<file path="src/rtl/pipe_ctrl_pkg.sv">
// rtl/pipe_ctrl_pkg.sv - shared state encoding and defaults for the pipeline stall controller
package pipe_ctrl_pkg;

  typedef enum logic [1:0] {
    ST_RUN      = 2'd0,
    ST_MEM_WAIT = 2'd1,
    ST_ERROR    = 2'd2
  } ctrlState_t;

  localparam int DEFAULT_MEM_TIMEOUT = 15;
  localparam int DEFAULT_PERF_W      = 16;

endpackage

</file>
<file path="src/rtl/sat_counter.sv">
// rtl/sat_counter.sv - saturating up-counter with asynchronous active-low clear
module sat_counter #(
  parameter int W = 16
) (
  input  logic         clk,
  input  logic         clearN,
  input  logic         enable,
  output logic [W-1:0] count
);

  always_ff @(posedge clk or negedge clearN) begin
    if (!clearN) begin
      count <= '0;
    end else if (enable && (count != '1)) begin
      count <= count + 1'b1;
    end
  end

endmodule

</file>
<file path="src/rtl/pipeline_stall_controller.sv">
// rtl/pipeline_stall_controller.sv - stall/flush sequencer merging load-use, branch and memory wait
module pipeline_stall_controller
  import pipe_ctrl_pkg::*;
#(
  parameter int MEM_TIMEOUT = DEFAULT_MEM_TIMEOUT,
  parameter int PERF_W      = DEFAULT_PERF_W
) (
  input  logic              clk,
  input  logic              resetN,
  input  logic              loadUseHazard,
  input  logic              branchTaken,
  input  logic              memAccess,
  input  logic              memReady,
  input  logic              errorAck,
  output logic              pcWrite,
  output logic              ifIdWrite,
  output logic              ifIdFlush,
  output logic              idExFlush,
  output logic              pipeHold,
  output logic              memWbFlush,
  output logic              pcTrap,
  output logic              memError,
  output logic [PERF_W-1:0] stallCycles
);

  localparam logic [7:0] TIMEOUT = 8'(MEM_TIMEOUT);

  ctrlState_t state, stateNext;
  logic [7:0] waitCnt, waitCntNext;
  logic       doFreeze;
  logic       doResolve;

  always_ff @(posedge clk or negedge resetN) begin
    if (!resetN) begin
      state   <= ST_RUN;
      waitCnt <= '0;
    end else begin
      state   <= stateNext;
      waitCnt <= waitCntNext;
    end
  end

  always_comb begin
    stateNext   = state;
    waitCntNext = waitCnt;
    doFreeze    = 1'b0;
    doResolve   = 1'b0;
    pcWrite     = 1'b1;
    ifIdWrite   = 1'b1;
    ifIdFlush   = 1'b0;
    idExFlush   = 1'b0;
    pipeHold    = 1'b0;
    memWbFlush  = 1'b0;
    pcTrap      = 1'b0;
    memError    = 1'b0;

    case (state)
      ST_RUN: begin
        if (memAccess && !memReady) begin
          doFreeze    = 1'b1;
          stateNext   = ST_MEM_WAIT;
          waitCntNext = 8'd1;
        end else begin
          doResolve = 1'b1;
        end
      end
      ST_MEM_WAIT: begin
        if (memReady) begin
          doResolve   = 1'b1;
          stateNext   = ST_RUN;
          waitCntNext = '0;
        end else if (waitCnt == TIMEOUT) begin
          doFreeze  = 1'b1;
          stateNext = ST_ERROR;
        end else begin
          doFreeze    = 1'b1;
          waitCntNext = waitCnt + 8'd1;
        end
      end
      ST_ERROR: begin
        memError   = 1'b1;
        pcWrite    = 1'b0;
        ifIdWrite  = 1'b0;
        pipeHold   = 1'b1;
        memWbFlush = 1'b1;
        if (errorAck) begin
          pcWrite     = 1'b1;
          pcTrap      = 1'b1;
          ifIdFlush   = 1'b1;
          idExFlush   = 1'b1;
          pipeHold    = 1'b0;
          stateNext   = ST_RUN;
          waitCntNext = '0;
        end
      end
      default: begin
        stateNext   = ST_RUN;
        waitCntNext = '0;
      end
    endcase

    if (doFreeze) begin
      pcWrite    = 1'b0;
      ifIdWrite  = 1'b0;
      pipeHold   = 1'b1;
      memWbFlush = 1'b1;
    end

    // A taken branch squashes the wrong-path load-use request behind it
    if (doResolve) begin
      if (branchTaken) begin
        ifIdFlush = 1'b1;
        idExFlush = 1'b1;
      end else if (loadUseHazard) begin
        pcWrite   = 1'b0;
        ifIdWrite = 1'b0;
        idExFlush = 1'b1;
      end
    end

    // Outputs snap to their idle values while reset is held, without waiting for a clock
    if (!resetN) begin
      pcWrite    = 1'b1;
      ifIdWrite  = 1'b1;
      ifIdFlush  = 1'b0;
      idExFlush  = 1'b0;
      pipeHold   = 1'b0;
      memWbFlush = 1'b0;
      pcTrap     = 1'b0;
      memError   = 1'b0;
    end
  end

  sat_counter #(
    .W(PERF_W)
  ) uStallCounter (
    .clk    (clk),
    .clearN (resetN),
    .enable (!pcWrite),
    .count  (stallCycles)
  );

endmodule

</file>
<file path="config.mk">
export PLATFORM = sky130hd
export DESIGN_NAME = pipeline_stall_controller
export DESIGN_NICKNAME = d
export VERILOG_FILES = /design/src/rtl/pipe_ctrl_pkg.sv /design/src/rtl/sat_counter.sv /design/src/rtl/pipeline_stall_controller.sv
export SDC_FILE = /design/constraint.sdc
export NUM_CORES = 1
export LEC_CHECK = 0
export BUFFER_PORTS_ARGS = -buffer_cell sky130_fd_sc_hd__buf_4
export CAP_MARGIN = 20
export CORE_MARGIN = 2
export CORE_UTILIZATION = 45
export DETAILED_ROUTE_END_ITERATION = 10
export PLACE_DENSITY = 0.67
export RECOVER_POWER = 50
export SYNTH_ARGS = -nofsm -noshare
export SYNTH_HDL_FRONTEND = slang
export SYNTH_HIERARCHICAL = 1
export SYNTH_SLANG_ARGS = --single-unit
</file>
<file path="constraint.sdc">
create_clock -name clk -period 3.3 [get_ports clk]
set_clock_uncertainty 0.2 [all_clocks]
set_input_delay 0.66 -clock clk [delete_from_list [all_inputs] [get_ports clk]]
set_output_delay 0.66 -clock clk [all_outputs]
set_load 0.02 [all_outputs]
</file>
==> flow_metrics.py <==
metrics = {
    "logic_synthesis": {
        "ys_warn_count": 6,
        "async_flop_share_pct": 100,
        "synthTopCellsByArea": "dfrtp_1 (42%), xnor2_1 (4.5%), nand2_1 (3.6%)",
        "synthFlopType": "dfrtp_1",
        "yosysSeqAreaShare_pct": 41.7,
        "postSynthCellCount": 153,
        "yosys-top-cells-count": "dfrtp_1 (26), nand2_1 (15), nand3_1 (9), nand4_1 (9)",
        "synth-seq-cells": 26,
        "synth_top_area_share_pct": 41.7,
        "synthesis.nets": 162,
        "synth_most_common_cell": "dfrtp_1",
        "synth_cell_type_count": 48,
        "synth_top_area_cell": "dfrtp_1",
        "netlist_area_sq_mm": 0.00156,
        "synth_edf_count": 0,
        "syn_avg_cell_area_sq_um": 10.2,
    },
    "placed_design": {
        "globalplace.congestion": 0.884,
        "place_area_sq_mm": 0.00184,
        "io_buffers": 30,
        "dp_hpwl_mm": 2.46,
    },
    "grt": {
        "grt_pass1_vias": 1227,
        "track_usage_pct": 17.4,
        "grt_max_degree": 27,
        "antenna_found_initial": 0,
        "grt_pass1_wl_mm": 5.55,
        "grt_overflow_total": 0,
    },
    "clock_network": {
        "cts_max_level": 1,
        "root_buffer": "clkbuf_4",
        "cts_buffers": 3,
        "cts_buffer_depth": 2,
        "cts_tree": "built",
        "cts_sinks": 26,
        "ctsResizeCount": 0,
        "clk_pin_slew_ns": 0.13,
        "clock_latency_ns": 0.32,
        "cts_setup_buffers": 0,
        "hold_buffers": 0,
    },
    "final_layout": {
        "fillers": 328,
        "drive_gt1_share_pct": 23.5,
        "nets": 197,
        "final_area_sq_mm": 0.00183,
        "synthToLayoutAreaGrowth_pct": 17.1,
        "diodes": 0,
    },
    "min_path": {
        "hold_class": "register to register",
        "worstHoldStart": "uStallCounter/count[15]$_DFFE_PN0P_",
        "min_to": "uStallCounter/count[15]$_DFFE_PN0P_",
        "hold_depth": 1,
    },
    "worst_setup_path": {
        "crit_arrival_ns": 1.69,
        "crit_path_start_kind": "register",
        "cp-end-kind": "output port",
        "reg2reg_from": "state[0]$_DFFE_PN0P_",
        "reg2regPathDepth": 9,
        "cp.required_ns": 2.44,
        "crit_type": "register to output port",
        "crit_fanout": 8,
        "rr_endpoint": "uStallCounter/count[7]$_DFFE_PN0P_",
        "reg2reg_slack_ns": 0.90,
    },
    "run_status": {
        "status": "complete, no violations",
    },
    "floorplan": {
        "coreArea_sq_mm": 0.00334,
        "die-area_sq_mm": 0.00395,
        "io-pin-count": 31,
        "initial_core_util_pct": 46.8,
        "chipWidth_um": 62.9,
        "rows": 21,
        "die_height_um": 62.9,
    },
    "routing": {
        "drc": 0,
        "wl_mm": 3.22,
        "wl_per_cell_um": 13.8,
        "vias": 1281,
        "drt_iter0_drc": 32,
        "drt_first_pass_iters": 4,
        "ant_nets": 0,
        "vias_per_cell": 5.50,
    },
    "sta": {
        "fmax_mhz": 391,
        "worstMarginPinSlew_ns": 1.39,
        "setup_viol": 0,
        "fin_crit_ns": 2.55,
        "drv_slew": 0,
        "period_share_pct": 77.4,
        "tns_ns": 0,
        "rsz0062_at_grt": "no",
        "hold_viol_final": 0,
        "slew_headroom_pct": 7.06,
    },
    "power": {
        "p_leak_nw": 0.789,
        "ir_worst_vdd_mv": 0.322,
        "p_per_area_mw_per_mm2": 429,
    },
    "job": {
        "max_cap_violations": 0,
    },
}
-- critical path, stage by stage, from the launching register on --
cell and delay [ns]:
dfrtp_1 0.48, o21ba_2 0.24, nor2_1 0.17, nand2_1 0.13, o21a_1 0.21, buf_4 0.15
-- power by group --
part,switching (W),internal [W]
sequential,0.0000643,0.000356
combinational,0.000125,0.0000798
clock,0.0000909,0.0000674
-- sequential cells by signal, indices dropped and copies added, names as in the netlist --
signal               count
state                    2
uStallCounter/count     16
waitCnt                  8
-- how the worst max path moves through the flow --
stage               slack, ns  cells past startpoint                 start                                 end
global placement         0.68                     10             memAccess  uStallCounter/count[7]$_DFFE_PN0P_
CTS                      0.74                      5  state[0]$_DFFE_PN0P_                             pcWrite
floorplan                0.70                      8             memAccess  uStallCounter/count[5]$_DFFE_PN0P_
finish                   0.75                      5  state[0]$_DFFE_PN0P_                             pcWrite
global route             0.58                      5  state[0]$_DFFE_PN0P_                           idExFlush
detailed placement       0.63                     10             memAccess  uStallCounter/count[7]$_DFFE_PN0P_
-- logic make-up after synthesis --
| family | Yosys count | synth area share, % |
|---|---|---|
| multiplexers | 2 | 1.36 |
| flip-flops | 26 | 41.7 |
| buffers and inverters | 5 | 2.17 |
| AND/OR/NAND/NOR | 70 | 29.4 |
| AO/OA/AOI/OAI | 38 | 18.1 |
| adder cells (fa/ha/maj) | 2 | 1.60 |
| XOR/XNOR | 10 | 5.61 |
-- layout make-up --
cell class | instances | area [sq um] | share of cell area, %
multi-input cells | 122 | 876 | 47.9
repair buffers | 32 | 195 | 10.7
well taps | 46 | 57.6 | 3.15
flip-flops and latches | 26 | 651 | 35.6
inverters | 3 | 11.3 | 0.616
clock buffers | 4 | 36.3 | 1.99
-- cells in the final DEF (no fill, tap or decap), types with 2 or more instances in the layout --
cell      Yosys  final
a211oi_2      3      3
a21oi_1       8      8
a31oi_1       4      4
and3_1        3      3
and4_1        2      2
buf_4         0     20
clkbuf_1      0     12
clkbuf_4      0      3
dfrtp_1      26     26
ha_1          2      2
inv_1         3      3
nand2_1      15     15
nand3_1       9      9
nand4_1       9      9
nor2_1        8      8
nor2_2        4      4
nor2b_1       3      3
nor4_4        2      2
o21a_1        6      6
o21ai_0       4      4
o21ai_1       2      2
xnor2_1       8      8
xor2_1        2      2
-- per-layer routing --
layer,global-route usage [%],up-vias,part of all wire (%)
met3,2.70,4,2.7
met2,30.2,20,49
li1,-,641,-
met4,5.83,0,1.5
met5,0,-,0
met1,22.1,616,46
-- through the flow --
step | cells | hold slack, ns | util [%] | power [W] | worst slack [ns]
after floorplan | 153 | 0.164 | - | 0.000548 | 0.699
after global placement | 229 | 0.317 | 55.0 | 0.000650 | 0.680
after detailed placement | 229 | 0.321 | 55.0 | 0.000653 | 0.626
after global routing | 233 | 0.378 | 54.7 | 0.000832 | 0.583
final | 233 | 0.339 | 54.7 | 0.000784 | 0.745
after CTS | 233 | 0.159 | 56.1 | 0.000815 | 0.742
Power figures use the tool's default switching activity.
